===== src/rtl/mrd_fsmwr_back.sv =====
// Mixed-radix write-back: realigns each read beat's per-lane bank index/address
// with the butterfly results and scatters the five lane results into seven banks.
module mrd_fsmwr_back #(
  parameter int unsigned wDATA   = 30,
  parameter int unsigned wADDR   = 9,
  parameter int unsigned RDX_DLY = 8
) (
  input  logic                   clk,
  input  logic                   rst_n,
  input  logic [2:0]             fsm,
  input  logic                   rd_valid,
  input  logic [4:0][2:0]        rd_bank_index,
  input  logic [4:0][wADDR-1:0]  rd_bank_addr,
  input  logic [2:0]             rd_factor,
  input  logic                   rdx_valid,
  input  logic [4:0][wDATA-1:0]  rdx_d_real,
  input  logic [4:0][wDATA-1:0]  rdx_d_imag,
  output logic [6:0]             wren,
  output logic [6:0][wADDR-1:0]  wraddr,
  output logic [6:0][wDATA-1:0]  wdata_real,
  output logic [6:0][wDATA-1:0]  wdata_imag,
  output logic                   wr_end,
  output logic [11:0]            wr_cnt,
  output logic                   err_align,
  output logic                   err_collision
);

  typedef enum logic [2:0] {
    FSM_IDLE        = 3'd0,
    FSM_RD          = 3'd3,
    FSM_WAIT_WR_END = 3'd4,
    FSM_SOURCE      = 3'd5
  } fsm_e;

  typedef struct packed {
    logic                  valid;
    logic [4:0][2:0]       index;
    logic [4:0][wADDR-1:0] addr;
    logic [2:0]            factor;
  } dly_t;

  localparam dly_t DLY_EMPTY = '{valid: 1'b0, index: '1, addr: '0, factor: '0};

  fsm_e                  w_fsm;
  logic                  w_idle;
  dly_t                  r_dly [RDX_DLY];
  dly_t                  w_tap;
  logic [4:0]            w_act;
  logic [6:0]            w_hit;
  logic [6:0][wADDR-1:0] w_addr;
  logic [6:0][wDATA-1:0] w_re;
  logic [6:0][wDATA-1:0] w_im;
  logic                  w_coll;
  logic                  w_beat;

  logic [6:0]            r_wren;
  logic [6:0][wADDR-1:0] r_wraddr;
  logic [6:0][wDATA-1:0] r_wdata_real;
  logic [6:0][wDATA-1:0] r_wdata_imag;
  logic                  r_beat_wr;
  logic                  r_wr_end;
  logic [11:0]           r_wr_cnt;
  logic                  r_err_align;
  logic                  r_err_collision;

  assign w_fsm  = fsm_e'(fsm);
  assign w_idle = (w_fsm == FSM_IDLE);
  assign w_tap  = r_dly[RDX_DLY-1];
  assign w_beat = rdx_valid & w_tap.valid & ~w_idle;

  always_ff @(posedge clk) begin
    if (!rst_n || w_idle) begin
      for (int unsigned i = 0; i < RDX_DLY; i++) r_dly[i] <= DLY_EMPTY;
    end else begin
      r_dly[0] <= '{valid: rd_valid, index: rd_bank_index, addr: rd_bank_addr, factor: rd_factor};
      for (int unsigned i = 1; i < RDX_DLY; i++) r_dly[i] <= r_dly[i-1];
    end
  end

  always_comb begin
    w_act  = '0;
    w_hit  = '0;
    w_addr = '0;
    w_re   = '0;
    w_im   = '0;
    w_coll = 1'b0;
    for (int unsigned l = 0; l < 5; l++) begin
      w_act[l] = w_tap.valid && (w_tap.index[l] != 3'd7) && (3'(l) < w_tap.factor);
    end
    // Lanes scanned high to low so the lowest-numbered active lane is written last and wins.
    for (int unsigned k = 0; k < 7; k++) begin
      for (int unsigned j = 0; j < 5; j++) begin
        if (w_act[4-j] && (w_tap.index[4-j] == 3'(k))) begin
          if (w_hit[k]) w_coll = 1'b1;
          w_hit[k]  = 1'b1;
          w_addr[k] = w_tap.addr[4-j];
          w_re[k]   = rdx_d_real[4-j];
          w_im[k]   = rdx_d_imag[4-j];
        end
      end
    end
  end

  always_ff @(posedge clk) begin
    if (!rst_n) begin
      r_wren          <= '0;
      r_wraddr        <= '0;
      r_wdata_real    <= '0;
      r_wdata_imag    <= '0;
      r_beat_wr       <= 1'b0;
      r_wr_end        <= 1'b0;
      r_wr_cnt        <= '0;
      r_err_align     <= 1'b0;
      r_err_collision <= 1'b0;
    end else begin
      r_wren       <= w_hit & {7{w_beat}};
      r_wraddr     <= w_beat ? w_addr : '0;
      r_wdata_real <= w_beat ? w_re : '0;
      r_wdata_imag <= w_beat ? w_im : '0;
      r_beat_wr    <= w_beat;
      r_wr_end     <= r_beat_wr & ~w_beat & ~w_idle;

      // A beat landing on the clear cycle starts the next count instead of being lost.
      if (w_idle)                             r_wr_cnt <= '0;
      else if (r_wr_end)                      r_wr_cnt <= w_beat ? 12'd1 : 12'd0;
      else if (w_beat && (r_wr_cnt != '1))    r_wr_cnt <= r_wr_cnt + 12'd1;

      if (w_idle) begin
        r_err_align     <= 1'b0;
        r_err_collision <= 1'b0;
      end else begin
        if (rdx_valid != w_tap.valid) r_err_align     <= 1'b1;
        if (rdx_valid && w_coll)      r_err_collision <= 1'b1;
      end
    end
  end

  assign wren          = r_wren;
  assign wraddr        = r_wraddr;
  assign wdata_real    = r_wdata_real;
  assign wdata_imag    = r_wdata_imag;
  assign wr_end        = r_wr_end;
  assign wr_cnt        = r_wr_cnt;
  assign err_align     = r_err_align;
  assign err_collision = r_err_collision;

endmodule


===== config.mk =====
export PLATFORM = sky130hd
export DESIGN_NAME = mrd_fsmwr_back
export DESIGN_NICKNAME = d
export VERILOG_FILES = /design/src/rtl/mrd_fsmwr_back.sv
export SDC_FILE = /design/constraint.sdc
export NUM_CORES = 2
export LEC_CHECK = 0
export CAP_MARGIN = 20
export CELL_PAD_IN_SITES_DETAIL_PLACEMENT = 0
export CELL_PAD_IN_SITES_GLOBAL_PLACEMENT = 1
export CORE_AREA = 2 2 346 348
export CTS_BUF_LIST = sky130_fd_sc_hd__clkbuf_4
export CTS_CLUSTER_DIAMETER = 50
export DETAILED_ROUTE_END_ITERATION = 10
export DIE_AREA = 0 0 348 350
export PLACE_DENSITY = 0.86
export SYNTH_ARGS = -nofsm -noshare
export SYNTH_HDL_FRONTEND = slang
export SYNTH_SLANG_ARGS = --single-unit
export TNS_END_PERCENT = 50

===== constraint.sdc =====
create_clock -name clk -period 2.3 [get_ports clk]
set_input_delay 0.46 -clock clk [delete_from_list [all_inputs] [get_ports clk]]
set_output_delay 0.46 -clock clk [all_outputs]
set_load 0.02 [all_outputs]

==> flow_summary.json <==
{
  "synth_sequential_area_ratio": 0.4620,
  "synth.ff_latch_count": 1018,
  "worst-r2r-cell-count": 10,
  "r2r_slack_ns": -0.06,
  "effective_utilization_at_floorplan": 0.3746,
  "grt_busiest_layer": "met2",
  "synth_nets": 5559,
  "cp-start-kind": "flip-flop",
  "status": "finished with violations",
  "vias": 50630,
  "ctsHtreeMaxLevel": 5,
  "num_rows": 126,
  "setup_viol": 11,
  "drt_first_iter_violations": 7720,
  "endpoint_kind": "flip-flop",
  "cts_buffers": 287,
  "failed_checks": "setup timing",
  "crit_end": "wdata_imag[180]",
  "syn_area_um2": 44110,
  "slowest_stage": "sky130_fd_sc_hd__dfxtp_4",
  "via_count_of_the_first_global_routing_pass": 46260,
  "detail_route.first_pass.iterations": 7,
  "drcViolationCount": 0,
  "relSlewSlack": 0.4661,
  "boundaryPins": 875,
  "report.final.hold_viol_count": 0,
  "port_buffers": 874,
  "type_of_the_worst_min_delay_path": "in2reg",
  "final_critical_period_ns": 2.360,
  "grt_use_met1": 0.4555,
  "antenna_found_initial": 49,
  "setup_ws_ns": -0.06001,
  "die_height_um": 350,
  "ys.warnings.count": 0,
  "wl_per_instance_um": 29.57,
  "async_reset_ff_frac": 0,
  "power.static_leakage_nw": 25.66,
  "timing.final.crit_share": 1.026,
  "die_width_um": 348,
  "hold_ws_ns": 0.1494,
  "worstSkewPairLatency_ns": 1.25,
  "clk_transition_reported_paths_ns": 0.07,
  "cts_max_path_buffers": 4,
  "worst_margin_pin_slew_ns": 0.7984,
  "fraction_of_final_layout_cells_sized_beyond_drive_strength_1": 0.2722,
  "core_area_um2": 117800,
  "detailedPlace.worstSlack_ns": -0.4916,
  "avg_synthesized_cell_area_um2": 8.504,
  "grt_overflow": 0,
  "fmaxAchievable_mhz": 423.7,
  "place_congestion": 1.014,
  "postRouteAntennaNets": 0,
  "globalRouteMet3Util": 0.1189,
  "synthCells": 5187,
  "worst-endpoint-arrival_ns": 3.32,
  "area_of_the_multi_input_gates_um2": 22900,
  "drt_wl_total_um": 244200,
  "rsz_0062_raised_after_global_routing": "yes",
  "final.fill_count": 10720,
  "global_route_usage_over_all_layers": 0.3645,
  "dieArea_um2": 121800,
  "power_per_cell_area_nw_per_um2": 561.2,
  "ys_dominant_reg_cell": "sky130_fd_sc_hd__dfxtp_1",
  "r2r-end": "wdata_imag[180]",
  "layout.cells.most_common_list": "900 x sky130_fd_sc_hd__dfxtp_1, 533 x sky130_fd_sc_hd__nor2_1, 476 x sky130_fd_sc_hd__a21oi_1, 476 x sky130_fd_sc_hd__buf_4, 434 x sky130_fd_sc_hd__o21ai_0",
  "timing_max_transition_violations_final": 0,
  "hold_depth": 3,
  "finalInstanceArea_um2": 64660,
  "critical_path.reg2reg.startpoint": "r_dly[1][255]",
  "nNetsFinal": 6880,
  "area_delta_synth_final_pct": 46.57,
  "grt_max_degree": 235,
  "regArea_um2": 20600,
  "peak_per_stage_delay_on_the_critical_path_ns": 0.40,
  "most_common_cell_after_layout_fill_and_taps_aside": "sky130_fd_sc_hd__dfxtp_1",
  "path_class": "reg2reg",
  "avgViaCountPerCell": 6.131,
  "grt_pass1_wl_um": 328100,
  "clock_tree_sinks": 1018,
  "post-dp-hpwl_um": 162600,
  "cap_viol_max_count": 0,
  "place_area_um2": 58240,
  "ir_worst_vdd_v": 0.0004771,
  "synth.distinct_cells": 69,
  "critical_path_peak_fanout": 10,
  "fin_worst_skew_ns": 0.1348,
  "worst_setup_path_startpoint": "r_dly[1][255]",
  "cts_tree": "yes",
  "timing.critical_path.cells": "buf_4, nand3b_1, buf_6, nor2_4, buf_12, buf_16, mux2_2, a221o_1, o211ai_1, a21oi_1",
  "clk_root_buffer_cell": "sky130_fd_sc_hd__clkbuf_4",
  "edff_count_synth": 0,
  "timing.critical_path.required_ns": 3.26,
  "grt_util_met2": 0.5396
}
==> worst min path at each step <==
stage	start	to	slack [ns]
floorplan	r_dly[0][48]	r_dly[0][112]	0.39
global placement	r_dly[0][185]	r_dly[0][249]	0.39
detailed placement	r_dly[1][184]	r_dly[1][248]	0.39
CTS	rst_n	r_dly[0][174]	0.005
global route	rdx_d_real[84]	wdata_real[54]	0.07
finish	rdx_d_real[0]	wdata_real[60]	0.15
==> per-layer routing <==
layer / routed length [um] / vias up
met5: 174 / -
met4: 18920 / 26
met3: 32040 / 1067
met2: 102500 / 4067
met1: 90600 / 23650
li1: - / 21830
==> per-stage QoR <==
stage / cells / util / power, mW / setup TNS [ns]
finish: 8259 / 0.5490 / 36.29 / -0.1757
CTS: 8112 / 0.5242 / 36.46 / -7.995
detailed placement: 7528 / 0.4945 / 20.12 / -66.96
global placement: 7527 / 0.4943 / 20.11 / -74.12
global route: 8248 / 0.5488 / 37.68 / -3.646
floorplan: 5187 / - / 18.64 / 0
==> final cells by class <==
type	count	area share
antenna	30	0.001161
clock buffer	399	0.04633
clock inverter	75	0.007141
inverter	3	0.0002903
multi-input combinational	3606	0.3542
sequential	1018	0.3186
tap	1536	0.02972
timing repair buffer	1592	0.2426
==> cells by family after synthesis <==
group / count (synthesis) / share of synthesized area
simple gates: 1704 / 0.1917
flops: 1018 / 0.4620
compound gates: 1691 / 0.2454
buf+inv: 564 / 0.05310
fa+ha+maj: 3 / 0.0007941
mux: 198 / 0.04521
xor+xnor: 9 / 0.001787
==> what timing repair did <==
item / 4_1_cts / 5_1_grt
endpoints found under the hold margin: 512 / 0
endpoints found under the setup margin: 661 / 398
buffers inserted: 7 / 88
gates resized for setup: 1912 / 441
cloned: 0 / 33
pin swaps: 15 / 101
hold buffers: 103 / 0
==> registers in the layout, indices dropped and copies added, names as in the netlist <==
| register | cells |
|---|---|
| wraddr | 63 |
| wren | 7 |
| wdata_real | 210 |
| err_align | 1 |
| r_dly | 512 |
| wdata_imag | 210 |
| err_collision | 1 |
| wr_end | 1 |
| wr_cnt | 12 |
| r_beat_wr | 1 |
==> synth_stat cells (all sizes together), types with 3 or more instances <==
cell type	number	share of area
o21ai	443	0.050
buf	120	0.015
or2	5	0.00071
and3	394	0.056
a211oi	191	0.033
a31oi	38	0.0054
nand2b	126	0.018
nor3	271	0.032
mux2	10	0.0026
inv	3	0.00026
nand4	5	0.00071
nand2	223	0.019
nor2	571	0.049
clkbuf	441	0.038
xor2	9	0.0018
a22oi	70	0.012
nand3b	4	0.00068
nand3	10	0.0011
and2	9	0.0013
a21oi	526	0.060
o22ai	4	0.00057
o211ai	47	0.0080
a221oi	311	0.063
mux2i	188	0.043
a221o	44	0.010
nor2b	5	0.00071
o211a	3	0.00068
nor4	7	0.0015
or3	61	0.0087
dfxtp	1018	0.46
nor3b	4	0.00068
==> critical path: cells and delay by family, from the launching register on <==
kind,cells,cell delay (ns)
and+or+nand+nor,2,0.26
buffers and inverters,4,0.59
DFF,1,0.40
AOI/OAI and AO/OA,3,0.59
muxes,1,0.35
==> report_power, final <==
group          total (mW)  switching [mW]  internal [mW]
logic                2.18            1.25          0.936
clock network        16.3            7.68           8.63
registers            17.8          0.0343           17.8
(Power assumes the default switching activity.)
